--- src/rtl/audio_mixer.sv ---
// rtl/audio_mixer.sv - stereo PSG/PCM mixer with serial 4-bit gain MAC and 17-bit saturation
module audio_mixer (
    input  logic        clk,
    input  logic        rst,
    input  logic        next_sample,
    input  logic [15:0] psg_left,
    input  logic [15:0] psg_right,
    input  logic [15:0] pcm_left,
    input  logic [15:0] pcm_right,
    input  logic [3:0]  psg_gain,
    input  logic [3:0]  pcm_gain,
    input  logic        status_clear,
    output logic [23:0] left_data,
    output logic [23:0] right_data,
    output logic        sample_valid,
    output logic        busy,
    output logic        clip_left,
    output logic        clip_right,
    output logic        overrun
);
    typedef enum logic [1:0] {IDLE, MAC, SAT} state_t;

    localparam logic signed [20:0] SAT_MAX = 21'sd65535;
    localparam logic signed [20:0] SAT_MIN = -21'sd65536;

    state_t             state;
    state_t             state_next;
    logic               capture;
    logic [2:0]         k;
    logic [15:0]        psg_l_q, psg_r_q, pcm_l_q, pcm_r_q;
    logic [3:0]         psg_g_q, pcm_g_q;
    logic signed [20:0] acc_l, acc_r;
    logic [15:0]        src_l, src_r;
    logic [3:0]         gain;
    logic signed [20:0] add_l, add_r;
    logic signed [20:0] sh_l, sh_r;
    logic [16:0]        sat_l, sat_r;
    logic               clip_l_now, clip_r_now;

    always_ff @(posedge clk) begin
        if (rst) begin
            state <= IDLE;
        end else begin
            state <= state_next;
        end
    end

    always_comb begin
        state_next = state;
        capture    = 1'b0;
        busy       = 1'b0;
        case (state)
            IDLE: begin
                if (next_sample) begin
                    capture    = 1'b1;
                    state_next = MAC;
                end
            end
            MAC: begin
                busy = 1'b1;
                if (k == 3'd7) begin
                    state_next = SAT;
                end
            end
            SAT: begin
                busy       = 1'b1;
                state_next = IDLE;
            end
            default: state_next = IDLE;
        endcase
    end

    // Steps 0-3 walk the PSG gain bits, steps 4-7 the PCM gain bits.
    always_comb begin
        src_l = k[2] ? pcm_l_q : psg_l_q;
        src_r = k[2] ? pcm_r_q : psg_r_q;
        gain  = k[2] ? pcm_g_q : psg_g_q;
        add_l = '0;
        add_r = '0;
        if (gain[k[1:0]]) begin
            add_l = 21'($signed(src_l)) <<< k[1:0];
            add_r = 21'($signed(src_r)) <<< k[1:0];
        end
    end

    always_comb begin
        sh_l       = acc_l >>> 3;
        sh_r       = acc_r >>> 3;
        clip_l_now = (sh_l > SAT_MAX) || (sh_l < SAT_MIN);
        clip_r_now = (sh_r > SAT_MAX) || (sh_r < SAT_MIN);
        sat_l      = (sh_l > SAT_MAX) ? 17'h0FFFF : (sh_l < SAT_MIN) ? 17'h10000 : sh_l[16:0];
        sat_r      = (sh_r > SAT_MAX) ? 17'h0FFFF : (sh_r < SAT_MIN) ? 17'h10000 : sh_r[16:0];
    end

    always_ff @(posedge clk) begin
        if (rst) begin
            k            <= '0;
            psg_l_q      <= '0;
            psg_r_q      <= '0;
            pcm_l_q      <= '0;
            pcm_r_q      <= '0;
            psg_g_q      <= '0;
            pcm_g_q      <= '0;
            acc_l        <= '0;
            acc_r        <= '0;
            left_data    <= '0;
            right_data   <= '0;
            sample_valid <= 1'b0;
            clip_left    <= 1'b0;
            clip_right   <= 1'b0;
            overrun      <= 1'b0;
        end else begin
            sample_valid <= 1'b0;
            if (capture) begin
                psg_l_q <= psg_left;
                psg_r_q <= psg_right;
                pcm_l_q <= pcm_left;
                pcm_r_q <= pcm_right;
                psg_g_q <= psg_gain;
                pcm_g_q <= pcm_gain;
                acc_l   <= '0;
                acc_r   <= '0;
                k       <= '0;
            end
            if (state == MAC) begin
                acc_l <= acc_l + add_l;
                acc_r <= acc_r + add_r;
                k     <= k + 3'd1;
            end
            if (state == SAT) begin
                left_data    <= {sat_l, 7'b0};
                right_data   <= {sat_r, 7'b0};
                sample_valid <= 1'b1;
            end
            // A set event in the same cycle as status_clear keeps the flag high.
            clip_left  <= (clip_left & ~status_clear) | ((state == SAT) & clip_l_now);
            clip_right <= (clip_right & ~status_clear) | ((state == SAT) & clip_r_now);
            overrun    <= (overrun & ~status_clear) | (next_sample & busy);
        end
    end
endmodule
--- config.mk ---
export PLATFORM = sky130hd
export DESIGN_NAME = audio_mixer
export DESIGN_NICKNAME = d
export VERILOG_FILES = /design/src/rtl/audio_mixer.sv
export SDC_FILE = /design/constraint.sdc
export NUM_CORES = 1
export LEC_CHECK = 0
export CAP_MARGIN = 10
export CORE_MARGIN = 4
export CORE_UTILIZATION = 55
export CTS_CLUSTER_SIZE = 14
export DETAILED_ROUTE_END_ITERATION = 16
export PLACE_DENSITY = 0.8
export SYNTH_ARGS = -nofsm -noshare
export SYNTH_HDL_FRONTEND = slang
export SYNTH_SLANG_ARGS = --single-unit
--- constraint.sdc ---
create_clock -name clk -period 10.8 [get_ports clk]
set_input_delay 2.16 -clock clk [delete_from_list [all_inputs] [get_ports clk]]
set_output_delay 2.16 -clock clk [all_outputs]
set_load 0.02 [all_outputs]
---- Word-level counts from Yosys, hierarchy flattened ----
Index checks and enable logic that the tools add are counted.
cells by class
  add/sub/neg operators ................... 3
  magnitude comparators ................... 5
  eq/ne operators ......................... 5
  shift-type cells ........................ 2
  muxes and demuxes ....................... 23
  bitwise operators ....................... 10
  reductions and logical operators ........ 6
operators with widths
  operator                                                                           number
  21-bit 2-to-1 mux                                                                  5
  17-bit 2-to-1 mux                                                                  4
  21-bit adder                                                                       2
  16-bit by 2-bit <<< shifter with 21-bit output                                     2
  18-bit by 17-bit greater-than comparator with 1-bit output, second input constant  2
  18-bit by 17-bit < comparator with 1-bit output, second input constant             2
  16-bit 2-to-1 mux                                                                  2
  1-bit bitwise AND                                                                  6
  3-bit 2-to-1 mux                                                                   2
  1-bit 2-to-1 mux                                                                   5
  2-bit 2-to-1 mux                                                                   2
  4-bit 2-to-1 mux                                                                   1
  2-bit inequality test, second input constant                                       2
  2-bit one-hot mux with 2 select lines                                              1
  3-bit by 1-bit adder with 3-bit output, second input constant                      1
  3-bit == test, second input constant                                               1
  2-bit by 3-bit < comparator with 1-bit output, second input constant               1
  1-bit OR                                                                           3
  1-bit binary-select mux with 2-bit select                                          1
  2-bit by 1-bit == test with 1-bit output, second input constant                    1
  2-bit == test, second input constant                                               1
  2-bit zero test                                                                    1
  1-bit logical OR                                                                   2
  2-bit AND reduction                                                                1
  other kinds (3)                                                                    3
storage, ports and cells
  bits in registers ....................... 157
  input bits .............................. 76

---- Longest topological paths before layout ----
Gate-level depths: netlist of run 1.
  depth in word-level cells ............... 6
  depth in mapped cells ................... 14

---- Least setup slack after synthesis of run 1 ----
No wires, ideal clock.
  kind .................................... register to register
  from .................................... register k[0]
  to ...................................... register acc_l[20]
  setup time .............................. 0.073 ns
  data arrival time ....................... 3.657 ns
  data required time ...................... 10.727 ns
  setup slack ............................. 7.069 ns
  cell stages (with the launch flop) ...... 14
  cell sequence ........................... dfxtp_1 -> buf_2 -> buf_2 -> mux4_2 -> nand2_1 -> a21oi_1 -> ha_1 -> nor2b_4 -> o2111a_1 -> or4_1 -> and3_1 -> or3_1 -> and2_1 -> o211ai_2
between the ends
  longest elaborated chain between the ends .. 5
ends and longest elaborated chain
  element                                    RTL line  RTL
  start: declaration                         29        logic [2:0] k;
  start signal: assignment                   128       k <= k + 3'd1;
  1-bit binary-select mux with 2-bit select  80        if (gain[k[1:0]]) begin
  1-bit 2-to-1 mux (implied by the code)     80
  21-bit 2-to-1 mux *                        80
  21-bit adder *                             126       acc_l <= acc_l + add_l;
  21-bit 2-to-1 mux *                        125       if (state == MAC) begin
  end signal: assignment                     126
  end: declaration                           32        logic signed [20:0] acc_l, acc_r;
Every way passes the cells marked *; elsewhere a longest branch is shown, timed or not. The select of a mux whose other input is x is not followed.
A chain may end at the register's enable or synchronous reset.

---- Worst setup path in the final report of run 1 ----
Same ends and word-level chain as after synthesis.

==> impl_metrics.env, run 1 <==
export IMPL_postCtsHoldBufs=0
export IMPL_clock_path_buffers=2
export IMPL_final_min_clock_period_ns=4.86
export IMPL_max_slew_worst_pin_slew_ns=1.16
export IMPL_fp_dieH_um=138
export IMPL_synth_top_area_share_pct=33.7
export IMPL_muxShareOfSynthArea_pct=9.55
export IMPL_netlist_cell_type_count=58
export IMPL_yosysSeqAreaShare_pct=33.7
export IMPL_drv_cap=0
export IMPL_r2r_end="acc_l[20]"
export IMPL_cts_setup_buffers=0
export IMPL_overflow=0
export IMPL_dr_pass1_iters=5
export IMPL_r2r_start="k[0]"
export IMPL_finalInstanceArea_um2=11100
export IMPL_synthSimpleGateAreaFrac_pct=20.5
export IMPL_numPortBuffers=114
export IMPL_syn_instance_count=1191
export IMPL_synth_compound_area_share_pct=21.6
export IMPL_pwr_share_clk_pct=44.1
export IMPL_ios=129
export IMPL_register_area_um2=3140
export IMPL_setup_ws_ns=5.94
export IMPL_clockRootBuffer="clkbuf_16"
export IMPL_clkTransAtPathRegs_ns=0.06
export IMPL_setup_viol=0
export IMPL_wl_mm=22.7
export IMPL_power_switching_mw=0.388
export IMPL_end_kind="flop"
export IMPL_die_area_um2=19100
export IMPL_gp_congestion=0.871
export IMPL_yosysTopAreaCell="dfxtp_1"
export IMPL_grt_usage_pct=23.0
export IMPL_synth_area_leaders="dfxtp_1 34%, nand2_1 12%, a21oi_1 8.5%"
export IMPL_skew_ns=0.00663
export IMPL_post_dp_hpwl_mm=15.8
export IMPL_worstHoldPathCells=2
export IMPL_hold_class="reg2reg"
export IMPL_postPlaceCellArea_um2=10400
export IMPL_syn_area_per_cell_um2=7.82
export IMPL_final_nets=1370
export IMPL_fmax_ghz=0.206
export IMPL_drtIter0Drc=747
export IMPL_cts_sinks=157
export IMPL_final_util_pct=67.0
export IMPL_ys_ff_latch=157
export IMPL_wire_per_inst_um=15.4
export IMPL_rows=47
export IMPL_diodes=0
export IMPL_min_from="psg_g_q[2]"
export IMPL_p_int_mw=1.11
export IMPL_p_seq_share_pct=41.8
export IMPL_start_kind="flop"
export IMPL_reg2reg_depth=12
export IMPL_area_growth_pct=19.2
export IMPL_comb_power_share_pct=14.1
export IMPL_initial_utilization_pct=56.2
export IMPL_finalCritPeriodShare_pct=45.0
export IMPL_p_per_area_nw_per_um2=135
export IMPL_grt_pass1_wl_mm=37.5
export IMPL_crit_path_max_fanout=36
export IMPL_cts_buffers=17
export IMPL_cts_resized=0
export IMPL_die_x_um=138
export IMPL_tritoncts="yes"
export IMPL_reg2reg_slack_ns=5.94
export IMPL_grt_max_degree=104
export IMPL_synth_top_family_by_area="compound AO/OA/AOI/OAI gates"
export IMPL_max_slew_margin_rel_pct=23.0
export IMPL_switching_share_pct=25.9
export IMPL_peakVddDrop_mv=0.133
export IMPL_yosysWarnings=0
export IMPL_outcome="complete, no violations"
export IMPL_synth_area_um2=9320
export IMPL_drive_above_1_share_pct=7.07
export IMPL_ant_nets=0
export IMPL_post_route_drc_count=0
export IMPL_arrival_ns=5.22
export IMPL_min_to="psg_g_q[2]"
export IMPL_synthAdderAreaFrac_pct=6.61
export IMPL_grt_pass1_vias=7602
export IMPL_p_leak_nw=4.13
export IMPL_clkLatencyLatePin_ns=0.43
export IMPL_synthXorXnorAreaFrac_pct=2.73
export IMPL_multi_input_area_um2=5750
export IMPL_htreeDepth=4
export IMPL_slew_viol_final=0
export IMPL_nFillCells=1452
export IMPL_antenna_found_initial=0
export IMPL_setup_tns_ns=0
export IMPL_grt_setup_unrepaired="false"
export IMPL_required_ns=11.15
export IMPL_vias=8529
export IMPL_hold_viol=0
export IMPL_path_class="reg2reg"
export IMPL_dpl_worst_slack_ns=5.96
export IMPL_core_um2=16600
export IMPL_yosys_most_used_dff="dfxtp_1"
export IMPL_viasPerCell=5.77
export IMPL_synthArstFlopShare_pct=0
export IMPL_synth_edf_count=0
-- layer usage --
layer	GRT usage [%]	up-vias	wire (um)
li1	-	4305	-
met1	34.7	3947	11200
met2	33.9	250	9930
met3	4.21	27	1260
met4	6.14	0	310
met5	0	-	0
-- worst max-delay path: stages (launching register included) --
cell	delay [ns]
dfxtp_2	0.66
buf_4	0.45
mux4_2	0.58
mux2i_4	0.81
a21oi_1	0.12
ha_1	0.40
nor2b_4	0.15
o2111a_1	0.25
or4_1	0.50
and3_1	0.18
or3_1	0.36
and2_1	0.18
o211ai_2	0.14
-- how the worst max path moves through the flow --
stage | from | end | slack [ns] | depth (start not counted)
after floorplan | k[0] | acc_l[20] | 7.07 | 13
after global placement | k[0] | acc_l[20] | 6.04 | 12
after detailed placement | k[0] | acc_l[20] | 5.96 | 12
after CTS | k[0] | acc_l[20] | 5.93 | 12
after global routing | k[0] | acc_l[15] | 5.55 | 12
final | k[0] | acc_l[20] | 5.94 | 12
-- area by class of cell --
type	instances	area share (%)
clock buffer	19	3.99
clock inverter	13	1.92
inverter	15	0.507
multi-input combinational	932	51.7
sequential	157	28.3
tap	220	2.48
timing repair buffer	123	11.0
-- registers in the layout, indices dropped and copies added, names as in the netlist --
| register | cells |
|---|---|
| pcm_g_q | 4 |
| psg_l_q | 16 |
| psg_g_q | 4 |
| acc_r | 21 |
| right_data | 17 |
| sample_valid | 1 |
| overrun | 1 |
| pcm_r_q | 16 |
| k | 3 |
| pcm_l_q | 16 |
| psg_r_q | 16 |
| state | 2 |
| clip_right | 1 |
| left_data | 17 |
| clip_left | 1 |
| acc_l | 21 |
-- power groups by stage --
stage	clock network, mW	registers, mW	logic (mW)
finish	0.661	0.628	0.211
CTS	0.667	0.628	0.210
global route	0.692	0.631	0.232
detailed placement	0	0.640	0.208
floorplan	0	0.629	0.156
global placement	0	0.639	0.204
-- per-stage QoR --
step	hold slack (ns)	total power, mW	std cells
2_1_floorplan	0.433	0.785	1204
3_3_place_gp	0.445	0.843	1446
3_5_place_dp	0.451	0.848	1446
4_1_cts	0.459	1.51	1478
5_1_grt	0.482	1.56	1479
6_report	0.458	1.50	1479
-- synth_stat cells (3+ instances only) --
library cell,number
a21oi_1,158
dfxtp_1,157
o21bai_1,5
a41oi_1,4
xor2_1,21
mux4_2,33
buf_4,14
o2111ai_1,3
nor3_1,12
buf_2,3
a21o_1,16
nor3b_1,6
mux2i_1,9
nor2b_1,6
inv_1,14
nand4_1,3
clkbuf_1,74
nand3b_1,4
xnor2_1,8
nand2_1,298
nand2b_1,8
and2_1,5
nand3_1,11
a311oi_1,33
o21ai_0,79
nor2_1,80
mux2_2,3
and3_1,9
ha_1,46
a31oi_1,10
or3_1,5
a211oi_1,5
buf_1,9
o21a_1,5
-- kinds of logic (layout without fill, tap and decap cells) --
logic type,Yosys count,count (layout)
simple gates,456,456
compound gates,339,339
flops,157,157
buf+inv,115,170
fa+ha+maj,48,48
mux,46,46
xor+xnor,29,29
other cells,1,14
-- layout by cell type (no fill, tap or decap), drive strengths merged, types with 3 or more instances in the layout --
master / count
buf: 10
nand3: 11
nor3: 12
and2: 5
nand2b: 8
a211oi: 5
o21bai: 5
clkinvlp: 3
o21ai: 79
nand3b: 4
nand4: 3
inv: 16
clkinv: 4
a21oi: 158
a311oi: 33
bufinv: 5
nor3b: 6
conb: 14
mux4: 33
dfxtp: 157
and3: 9
clkdlybuf4s50: 113
a21o: 16
or3: 5
nor2b: 7
a31oi: 10
o211ai: 3
a41oi: 4
ha: 46
o2111ai: 3
nor2: 80
mux2i: 10
clkbuf: 19
xor2: 21
mux2: 3
xnor2: 8
nand2: 298
o21a: 5
Note: power is estimated with default switching activity, not from simulation.
==> inputs of run 2 (changes only) <==
==> constraint.sdc (replaced) <==
create_clock -name clk -period 4.85 [get_ports clk]
set_input_delay 0.97 -clock clk [delete_from_list [all_inputs] [get_ports clk]]
set_output_delay 0.97 -clock clk [all_outputs]
set_load 0.02 [all_outputs]
==> impl_metrics.env, run 2 (same netlist as run 1, synthesis figures left out) <==
export IMPL_fmax_ghz=0.266
export IMPL_holdWs_ns=0.470
export IMPL_final_nets=1375
export IMPL_pwr_share_clk_pct=43.1
export IMPL_core_um2=16600
export IMPL_p_seq_share_pct=42.2
export IMPL_setup_viol=0
export IMPL_clkTransAtPathRegs_ns=0.06
export IMPL_rows=47
export IMPL_die_area_um2=19100
export IMPL_path_class="reg2reg"
export IMPL_max_slew_worst_pin_slew_ns=1.20
export IMPL_gp_congestion=0.911
export IMPL_clock_path_buffers=2
export IMPL_cts_setup_buffers=0
export IMPL_grt_pass1_wl_mm=37.1
export IMPL_final_min_clock_period_ns=3.76
export IMPL_power_switching_mw=0.857
export IMPL_multi_input_area_um2=5750
export IMPL_start_kind="flop"
export IMPL_final_cell_mix="297 x nand2_1, 158 x a21oi_1, 156 x dfxtp_1"
export IMPL_antenna_found_initial=0
export IMPL_hold_viol=0
export IMPL_tritoncts="yes"
export IMPL_hold_class="reg2reg"
export IMPL_cpLargestDelayFamily="compound AO/OA/AOI/OAI gates"
export IMPL_wl_mm=22.5
export IMPL_critical_path_max_stage_delay_ns=0.53
export IMPL_path_cells="mux4_2, mux2i_4, buf_4, a21oi_1, ha_1, o21ai_0, a21oi_1, o31ai_1, or3b_2, a31oi_1, xor2_1, o21ai_0"
export IMPL_arrival_ns=4.03
export IMPL_finalCritPeriodShare_pct=77.6
export IMPL_reg_largest_list="acc_l (21), acc_r (21)"
export IMPL_grt_usage_pct=22.8
export IMPL_peakVddDrop_mv=0.238
export IMPL_cts_sinks=157
export IMPL_ant_nets=0
export IMPL_skew_ns=0.00632
export IMPL_initial_utilization_pct=56.2
export IMPL_slew_viol_final=0
export IMPL_overflow=0
export IMPL_drv_cap=0
export IMPL_dr_pass1_iters=5
export IMPL_grt_setup_unrepaired="false"
export IMPL_viasPerCell=5.74
export IMPL_wire_per_inst_um=15.2
export IMPL_drtIter0Drc=610
export IMPL_numPortBuffers=114
export IMPL_clockRootBuffer="clkbuf_16"
export IMPL_post_route_drc_count=0
export IMPL_comb_power_share_pct=14.6
export IMPL_grt_max_degree=88
export IMPL_ios=129
export IMPL_postCtsHoldBufs=0
export IMPL_p_per_area_nw_per_um2=297
export IMPL_register_area_um2=3140
export IMPL_crit_path_max_fanout=20
export IMPL_reg2reg_slack_ns=1.09
export IMPL_diodes=0
export IMPL_cts_buffers=17
export IMPL_p_leak_nw=4.13
export IMPL_switching_share_pct=26.0
export IMPL_cp_buffers_inverters=1
export IMPL_setup_tns_ns=0
export IMPL_fp_dieH_um=138
export IMPL_die_x_um=138
export IMPL_post_dp_hpwl_mm=15.8
export IMPL_clkLatencyLatePin_ns=0.43
export IMPL_vias=8516
export IMPL_max_slew_margin_rel_pct=19.7
export IMPL_p_int_mw=2.43
export IMPL_mostFrequentLayoutCell="nand2_1"
export IMPL_required_ns=5.11
export IMPL_outcome="complete, no violations"
export IMPL_setup_ws_ns=1.09
export IMPL_nFillCells=1416
export IMPL_end_kind="flop"
export IMPL_grt_pass1_vias=7543
export IMPL_drive_above_1_share_pct=7.28
export IMPL_htreeDepth=4
export IMPL_crit_slowest_cell="mux4_2"
export IMPL_area_growth_pct=19.0
export IMPL_dpl_worst_slack_ns=1.10
export IMPL_cts_resized=0
-- run 2: metal layers --
layer / global-route usage [%] / vias to the layer above / wire length, um
li1: - / 4299 / -
met1: 35.0 / 3960 / 11200
met2: 33.7 / 231 / 9850
met3: 3.59 / 26 / 1240
met4: 5.62 / 0 / 287
met5: 0 / - / 0
-- run 2: power groups by stage --
stage / Sequential, mW / Combinational (mW) / Clock, mW
after floorplan: 1.40 / 0.348 / 0
after global placement: 1.41 / 0.468 / 0
after detailed placement: 1.42 / 0.476 / 0
after CTS: 1.39 / 0.481 / 1.43
after global routing: 1.40 / 0.532 / 1.49
final: 1.39 / 0.482 / 1.42
-- run 2: cell type report --
cell class	count	area share, %
clock inverters	10	1.48
multi-input cells	932	51.8
well taps	220	2.48
inverters	15	0.508
flip-flops and latches	157	28.4
repair buffers	128	11.2
clock buffers	21	4.15
-- run 2: stage by stage --
step                      power, mW  instances  instance area, um2  utilization, %
after floorplan                1.75       1204                9370               -
after CTS                      3.30       1483               11100            66.9
after global placement         1.88       1452               10500            63.1
final                          3.29       1483               11100            66.9
after global routing           3.42       1483               11100            66.9
after detailed placement       1.89       1452               10500            63.1
-- run 2: worst paths after layout --
check             start    endpoint  cells after the start
max                k[0]   acc_r[12]                     12
min          pcm_g_q[2]  pcm_g_q[2]                      2
max reg2reg        k[0]   acc_r[12]                     12
min reg2reg  pcm_g_q[2]  pcm_g_q[2]                      2
-- run 2: worst reg2reg max path, stage by stage (launching register included) --
cell	delay, ns
dfxtp_2	0.37
mux4_2	0.53
mux2i_4	0.41
buf_4	0.34
a21oi_1	0.08
ha_1	0.33
o21ai_0	0.18
a21oi_1	0.11
o31ai_1	0.28
or3b_2	0.48
a31oi_1	0.26
xor2_1	0.16
o21ai_0	0.08
==> inputs of run 3 (changes only) <==
==> constraint.sdc (replaced) <==
create_clock -name clk -period 3.54 [get_ports clk]
set_input_delay 0.708 -clock clk [delete_from_list [all_inputs] [get_ports clk]]
set_output_delay 0.708 -clock clk [all_outputs]
set_load 0.02 [all_outputs]
==> impl_metrics.env, run 3 (same netlist as run 1, synthesis figures left out) <==
export IMPL_outcome="complete, no violations"
export IMPL_diodes=0
export IMPL_grt_max_degree=86
export IMPL_reg_largest_list="acc_l (21), acc_r (21)"
export IMPL_final_util_pct=68.4
export IMPL_min_to="pcm_r_q[12]"
export IMPL_slew_viol_final=0
export IMPL_final_min_clock_period_ns=3.47
export IMPL_holdWs_ns=0.467
export IMPL_cts_buffers=17
export IMPL_wl_met1_mm=11.3
export IMPL_drtIter0Drc=601
export IMPL_p_leak_nw=4.22
export IMPL_setup_tns_ns=0
export IMPL_finalCritPeriodShare_pct=97.9
export IMPL_tritoncts="yes"
export IMPL_hold_viol=0
export IMPL_post_route_drc_count=0
export IMPL_final_cell_mix="296 x nand2_1, 156 x dfxtp_1, 153 x a21oi_1"
export IMPL_die_area_um2=19100
export IMPL_wl_mm=23.2
export IMPL_p_per_area_nw_per_um2=380
export IMPL_vias=8693
export IMPL_max_slew_worst_pin_slew_ns=0.853
export IMPL_end_kind="flop"
export IMPL_clkLatencyLatePin_ns=0.42
export IMPL_reg2reg_slack_ns=0.07
export IMPL_core_um2=16600
export IMPL_arrival_ns=3.82
export IMPL_grt_setup_unrepaired="true"
export IMPL_r2r_end="acc_l[20]"
export IMPL_ant_nets=0
export IMPL_clkTransAtPathRegs_ns=0.06
export IMPL_fmax_ghz=0.288
export IMPL_overflow=0
export IMPL_ios=129
export IMPL_max_slew_margin_rel_pct=43.1
export IMPL_postCtsHoldBufs=0
export IMPL_grt_pass1_vias=7677
export IMPL_worstHoldPathCells=2
export IMPL_wl_met2_mm=10.2
export IMPL_rows=47
export IMPL_area_growth_pct=21.7
export IMPL_setup_ws_ns=0.0737
export IMPL_htreeDepth=4
export IMPL_die_x_um=138
export IMPL_crit_path_max_fanout=7
export IMPL_required_ns=3.89
export IMPL_met3_wirelength_mm=1.47
export IMPL_path_class="reg2reg"
export IMPL_setup_viol=0
export IMPL_skew_ns=0.00987
export IMPL_viasPerCell=5.75
export IMPL_numPortBuffers=114
export IMPL_drive_above_1_share_pct=10.2
export IMPL_nFillCells=1396
export IMPL_clockRootBuffer="clkbuf_16"
export IMPL_cts_sinks=157
export IMPL_post_dp_hpwl_mm=16.6
export IMPL_r2r_start="k[0]"
export IMPL_dr_pass1_iters=5
export IMPL_gp_congestion=0.929
export IMPL_drv_cap=0
export IMPL_start_kind="flop"
export IMPL_wire_per_inst_um=15.3
export IMPL_min_from="pcm_r_q[12]"
export IMPL_peakVddDrop_mv=0.350
export IMPL_clock_path_buffers=2
export IMPL_hold_class="reg2reg"
export IMPL_maxUsedRoutingLayer="met4"
export IMPL_initial_utilization_pct=56.2
export IMPL_reg2reg_depth=12
export IMPL_fp_dieH_um=138
export IMPL_grt_pass1_wl_mm=37.8
export IMPL_mostFrequentLayoutCell="nand2_1"
export IMPL_final_nets=1402
export IMPL_dpl_worst_slack_ns=0.0425
export IMPL_antenna_found_initial=0
export IMPL_grt_usage_pct=23.2
[run 3: changes by cell type in the layout (fill, tap and decap cells not counted), sizes merged]
cell      previous run  this run
bufinv               4         1
clkinvlp             4         7
clkbuf              21        22
buf                 15        42
[run 3: how the worst max path moves through the flow]
stage,startpoint,to,slack [ns],cells past startpoint
6_report,k[0],acc_l[20],0.07,12
5_1_grt,k[0],acc_l[20],-0.04,12
4_1_cts,k[0],acc_l[20],0.004,12
3_5_place_dp,k[0],acc_l[20],0.04,12
3_3_place_gp,k[0],acc_l[20],0.12,12
2_1_floorplan,k[0],acc_l[20],0.04,12
[run 3: metal layers]
layer,vias up,global-route usage (%)
li1,4348,-
met1,4037,34.9
met2,288,35.0
met3,20,3.73
met4,0,5.51
met5,-,0
[run 3: stage by stage]
step	power (mW)	cells	instance area, um2
after CTS	4.33	1506	11200
after detailed placement	2.62	1474	10700
final	4.31	1511	11300
after floorplan	2.40	1204	9380
after global placement	2.61	1474	10700
after global routing	4.48	1511	11300
[run 3: critical path, stage by stage, from the launching register on]
cell and delay [ns]:
dfxtp_4 0.41, mux4_2 0.55, mux2i_4 0.28, buf_6 0.17, a21oi_1 0.05, ha_1 0.36
a21oi_2 0.20, nand3_1 0.09, or4_4 0.43, and3_4 0.16, or3_4 0.36, and2_1 0.18
o211ai_2 0.14
[run 3: area by class of cell]
type                       count  area (um2)  area share, %
multi-input combinational    932        5810           51.3
sequential                   157        3150           27.8
timing repair buffer         155        1500           13.2
clock buffer                  22         454           4.01
tap                          220         275           2.43
clock inverter                10        92.6          0.817
inverter                      15        56.3          0.497
[run 3: power breakdown]
group	total, mW	internal [mW]	switching, mW
clock	1.71	0.982	0.726
combinational	0.693	0.311	0.382
sequential	1.91	1.84	0.0662
[run 3: what timing repair did]
item | 4_1_cts | 5_1_grt
gates resized for setup | 0 | 22
buffers inserted | 0 | 3
setup endpoints to repair | 0 | 11
